==> src/rtl/counter_mod_k_ro_pkg.sv <==
// Shared width constant and count type for the mod-k roll-over counter.
package counter_mod_k_ro_pkg;
    localparam int CNT_W_DEF = 3;

    typedef logic [CNT_W_DEF-1:0] count_t;

    // Largest modulus an N-bit counter can serve (2^N-1).
    function automatic int max_k(input int w);
        return (1 << w) - 1;
    endfunction
endpackage

==> src/rtl/counter_mod_k_ro_reg.sv <==
// N-bit count register: synchronous reset, clear-to-zero or increment.
module counter_mod_k_ro_reg #(
    parameter int N = 3
) (
    input  logic         i_clk,
    input  logic         i_reset,
    input  logic         i_clr,
    output logic [N-1:0] o_count
);
    logic [N-1:0] r_count;

    always_ff @(posedge i_clk) begin
        if (i_reset || i_clr)
            r_count <= '0;
        else
            r_count <= r_count + 1'b1;
    end

    assign o_count = r_count;
endmodule

==> src/rtl/counter_mod_k_ro.sv <==
// Mod-k counter with registered roll-over pulse.
// Optional o_count port enabled by COUNTER_MOD_K_RO_COUNT_OUT_EN.
module counter_mod_k_ro
    import counter_mod_k_ro_pkg::*;
#(
    parameter int N = CNT_W_DEF
) (
    input  logic         i_clk,
    input  logic         i_reset,
    input  logic [N-1:0] i_k,
    output logic         o_roll_over
`ifdef COUNTER_MOD_K_RO_COUNT_OUT_EN
    ,
    output logic [N-1:0] o_count
`endif
);
    logic [N-1:0] w_count;
    logic [N:0]   w_next;
    logic         w_k_zero;
    logic         w_wrap;
    logic         r_roll_over;

    // Compare count+1 >= k in N+1 bits so neither k-1 nor count+1 can wrap.
    assign w_next   = {1'b0, w_count} + 1'b1;
    assign w_k_zero = (i_k == '0);
    assign w_wrap   = !w_k_zero && (w_next >= {1'b0, i_k});

    counter_mod_k_ro_reg #(.N(N)) u_reg (
        .i_clk   (i_clk),
        .i_reset (i_reset),
        .i_clr   (w_wrap | w_k_zero),
        .o_count (w_count)
    );

    always_ff @(posedge i_clk) begin
        if (i_reset)
            r_roll_over <= 1'b0;
        else
            r_roll_over <= w_wrap;
    end

    assign o_roll_over = r_roll_over;
`ifdef COUNTER_MOD_K_RO_COUNT_OUT_EN
    assign o_count = w_count;
`endif
endmodule

==> config.mk <==
export PLATFORM = sky130hd
export DESIGN_NAME = counter_mod_k_ro
export DESIGN_NICKNAME = d
export VERILOG_FILES = /design/src/rtl/counter_mod_k_ro_pkg.sv /design/src/rtl/counter_mod_k_ro_reg.sv /design/src/rtl/counter_mod_k_ro.sv
export SDC_FILE = /design/constraint.sdc
export NUM_CORES = 1
export LEC_CHECK = 0
export CORE_AREA = 2 2 39 41
export DETAILED_ROUTE_END_ITERATION = 7
export DIE_AREA = 0 0 41 43
export PLACE_DENSITY = 0.33
export SKIP_CTS_REPAIR_TIMING = 1
export SYNTH_ARGS = -nofsm -noshare
export SYNTH_HDL_FRONTEND = slang
export SYNTH_SLANG_ARGS = --single-unit
==> constraint.sdc <==
create_clock -name i_clk -period 2 [get_ports i_clk]
set_clock_uncertainty 0.2 [all_clocks]
set_input_delay 0.4 -clock i_clk [delete_from_list [all_inputs] [get_ports i_clk]]
set_output_delay 0.4 -clock i_clk [all_outputs]
set_load 0.01 [all_outputs]
* Word-level counts from Yosys, hierarchy flattened
Index checks and enable logic that the tools add are counted.
** Storage, ports and cells
- Register bits after elaboration :: 4
- Bits of input ports :: 5
- Output and inout port bits :: 1
- Logic and storage cells :: 10
** Operators by class
- Add/subtract/negate cells :: 2
- Order comparisons :: 1
- Bitwise gates (word level) :: 1
- Reductions and logical operators :: 4
** Operator list (number)
- $add A3 B1 Y4 const B :: 1
- $ge A4 B3 Y1 :: 1
- $add A3 B1 Y3 const B :: 1
- $logic_not A3 Y1 :: 1
- $logic_and A1 B1 Y1 :: 1
- $logic_not A1 Y1 :: 1
- $logic_or A1 B1 Y1 :: 1
- $or A1 B1 Y1 :: 1

* Logic depth before layout (Yosys ltp)
- Depth in word-level cells :: 5
- Mapped depth :: 6
- Mapped depth without buffers :: 6

* Cells and area by module
From an unflattened synthesis, not the netlist that was laid out.
** Second synthesis, totals
- Cells, all modules :: 23
- Area, all modules :: 242.7 um2
** By module, submodules not included
- counter_mod_k_ro :: instances 1, cells an instance 15, area each 138.9 um2, seq. area each 20.0 um2
- counter_mod_k_ro_reg :: instances 1, cells an instance 8, area each 103.8 um2, seq. area each 60.1 um2

* Worst setup path after synthesis
No wires, ideal clock.
- Path kind :: register to register
- From :: reg u_reg.r_count[0], in the netlist u_reg.o_count[0]
- To :: reg r_roll_over, in the netlist o_roll_over
- Setup time :: 0.116 ns
- Data arrival time :: 1.319 ns
- Data required time :: 1.684 ns
- Slack :: 0.366 ns
- Cell stages (with the launch flop) :: 7
- Path buffers :: 0
- Period minus slack after synthesis :: 1.634 ns
- Cell sequence :: dfxtp_1 ha_1 xor2_1 ha_1 a31oi_1 o21ai_1 and3_1
** Between the ends
- Longest elaborated chain between the ends :: 3
** Ends and longest elaborated chain
- from (decl) :: line counter_mod_k_ro_reg.sv:10 : logic [N-1:0] r_count;
- from (signal assigned) :: line counter_mod_k_ro_reg.sv:16 : r_count <= r_count + 1'b1;
- $add A3 B1 Y4 :: line counter_mod_k_ro.sv:24 : assign w_next = {1'b0, w_count} + 1'b1;
- named net w_next[2] :: line counter_mod_k_ro.sv:18 : logic [N:0] w_next;
- $ge A4 B3 Y1 :: line counter_mod_k_ro.sv:26 : assign w_wrap = !w_k_zero && (w_next >= {1'b0, i_k});
- $logic_and A1 B1 Y1 :: line counter_mod_k_ro.sv:26
- to (signal assigned) :: line counter_mod_k_ro.sv:39 : r_roll_over <= w_wrap;
- to (decl) :: line counter_mod_k_ro.sv:21 : logic r_roll_over;
The timed path passes the listed nets, and every way through them passes these cells.
A chain may end at the register's enable or synchronous reset.

* Worst setup path in the final report
Same ends and word-level chain as after synthesis.

==> results.sh <==
export IMPL_grt_pass1_wl_um=821
export IMPL_die_w_um=41
export IMPL_synth_area_per_cell_um2=9.75
export IMPL_design_portCount=6
export IMPL_power_switching_uw=89.3
export IMPL_final_nets=44
export IMPL_fmax_mhz=559
export IMPL_synthDistinctLibCells=13
export IMPL_switching_share_pct=29.7
export IMPL_synth_top_cell_area_share_pct=34.2
export IMPL_finalSetupViolCount=0
export IMPL_timing_setup_tns_ps=0
export IMPL_met3_usage_pct=1.57
export IMPL_routedWlPerCell_um=9.39
export IMPL_diodes=0
export IMPL_dr_first_iter_drc_count=0
export IMPL_synth_top_cell_by_area="dfxtp_1"
export IMPL_yosys_warnings=0
export IMPL_pwr_share_seq_pct=35.3
export IMPL_drc=0
export IMPL_clockPowerShare_pct=32.9
export IMPL_seqCellArea_um2=80.1
export IMPL_grtUsageMet2_pct=10.6
export IMPL_max_clock_path_buffers=2
export IMPL_crit_path_max_fanout=4
export IMPL_rsz0062_at_grt="no"
export IMPL_synth_nets=33
export IMPL_slew_violations=0
export IMPL_vias=199
export IMPL_grt_busiest_layer="met4"
export IMPL_first_pass_iters=1
export IMPL_cp_end_kind="flop"
export IMPL_grt_pass1_vias=201
export IMPL_power_combinational_fraction_pct=31.8
export IMPL_worstPathArrival_ps=1710
export IMPL_grt_overflow_total=0
export IMPL_min_path_type="flop to flop"
export IMPL_path_clk_slew_ps=30
export IMPL_pwr_density_cell_nw_per_um2=901
export IMPL_num_fill_cells=151
export IMPL_post_route_util_pct=24.1
export IMPL_die_h_um=43
export IMPL_dp_hpwl_um=400
export IMPL_postRouteAntennaNets=0
export IMPL_clockRootBuffer="clkbuf_4"
export IMPL_portBuffers=5
export IMPL_synthesis_area_um2=234
export IMPL_start_util_pct=16.9
export IMPL_p_int_uw=212
export IMPL_grt_use_total_pct=8.43
export IMPL_htree_levels=1
export IMPL_synth_area_top_cells="dfxtp_1 34%, ha_1 21%, nor3b_2 5.3%, o211ai_2 5.3%, inv_1 4.8%"
export IMPL_fin_crit_sh_pct=89.5
export IMPL_syn_to_final_growth_pct=42.8
export IMPL_grt_max_degree=5
export IMPL_slew_headroom_pct=80.7
export IMPL_stdcell_count=49
export IMPL_insertion_delay_ps=240
export IMPL_multi_input_area_um2=143
export IMPL_worst_ir_drop_vdd_v=0.000208
export IMPL_cts_tree="done"
export IMPL_grt_antenna_before_repair=0
export IMPL_path_class="flop to flop"
export IMPL_timing_final_hold_violations=0
export IMPL_final_common_cell="clkdlybuf4s50_1"
export IMPL_synth_seq_area_share_pct=34.2
export IMPL_synth_seq_cells=4
export IMPL_period_minus_slack_ps=1790
export IMPL_viasPerCell=4.06
export IMPL_routed_wirelength_um=460
export IMPL_drive_gt1_share_pct=24.2
export IMPL_met1_usage_pct=7.37
export IMPL_worst_slew_pin_slew_ps=289
export IMPL_drv_cap=0
export IMPL_fp_coreArea_um2=1380
export IMPL_required_ps=1920
export IMPL_rows=14
export IMPL_cts_buffers=3
export IMPL_cts_sinks=4
export IMPL_dp_cells=46
export IMPL_worst_hold_slack_ps=300
export IMPL_status="finished, final reports clean"
export IMPL_dieArea_um2=1760
export IMPL_syn_inst=24
export IMPL_final_cell_mix="5 x clkdlybuf4s50_1, 4 x ha_1, 4 x dfxtp_1, 3 x inv_1, 3 x clkbuf_4"
export IMPL_total_power_uw=301
export IMPL_place_gp_congestion=0.657
export IMPL_start_kind="flop"
export IMPL_p_leak_nw=0.163
==> logic make-up after synthesis <==
kind of cell,after synthesis,share of synthesized area [%]
AOI/OAI and AO/OA,4,12.3
xor gates and xnor gates,1,3.74
adders and majority gates,4,21.4
buffers and inverters,3,4.81
DFF,4,34.2
and+or+nand+nor,8,23.5
==> layer usage <==
layer  up-vias  wire length (µm)  share of wire, %
met5         -                 0                 0
met4         0                36               7.8
li1        102                 -                 -
met1        86               169                37
met3         4                16               3.5
met2         7               237                52
==> layout make-up <==
type / instances / area share [%]
Multi-Input combinational cell: 17 / 42.7
Sequential cell: 4 / 24.0
Timing Repair Buffer: 6 / 17.2
Clock buffer: 3 / 6.74
Tap cell: 16 / 5.99
Inverter: 3 / 3.37
==> worst max-delay path, stage by stage (launching register included) <==
cell	delay [ps]
dfxtp_1	340
ha_1	220
xor2_1	160
ha_1	200
a31oi_1	260
o21ai_1	110
and3_1	190
==> metrics by stage <==
step | setup slack [ps] | cell area (µm²)
after floorplan | 366 | 234
after global placement | 7.64 | 312
after detailed placement | 16.0 | 312
after CTS | 213 | 334
after global routing | 81.2 | 334
final | 211 | 334
==> worst paths after layout <==
check / slack [ps] / to / startpoint / depth (start not counted)
hold reg to reg: 300 / u_reg.o_count[0]$_SDFF_PP0_ / u_reg.o_count[0]$_SDFF_PP0_ / 1
setup reg to reg: 210 / o_roll_over$_SDFF_PP0_ / u_reg.o_count[0]$_SDFF_PP0_ / 6
hold / removal: 300 / u_reg.o_count[0]$_SDFF_PP0_ / u_reg.o_count[0]$_SDFF_PP0_ / 1
setup / recovery: 210 / o_roll_over$_SDFF_PP0_ / u_reg.o_count[0]$_SDFF_PP0_ / 6
==> cell usage after synthesis <==
master    instances
a31oi_1           1
and3_1            1
dfxtp_1           4
ha_1              4
inv_1             3
nand2_1           2
nor2_1            2
nor3_2            1
nor3b_2           1
o211ai_2          1
o21ai_1           2
or3_4             1
xor2_1            1
==> registers in the layout, indices dropped and copies added (netlist names) <==
name,count
o_roll_over,1
u_reg.o_count,3
==> power groups by stage <==
| stage | Sequential [mW] | Clock [mW] | Combinational, mW |
|---|---|---|---|
| final | 0.106 | 0.0990 | 0.0958 |
| after global routing | 0.110 | 0.111 | 0.108 |
| after CTS | 0.107 | 0.106 | 0.0976 |
| after detailed placement | 0.108 | 0 | 0.0973 |
| after global placement | 0.108 | 0 | 0.0944 |
| after floorplan | 0.107 | 0 | 0.0617 |
Note: power is estimated with default switching activity, not from simulation.
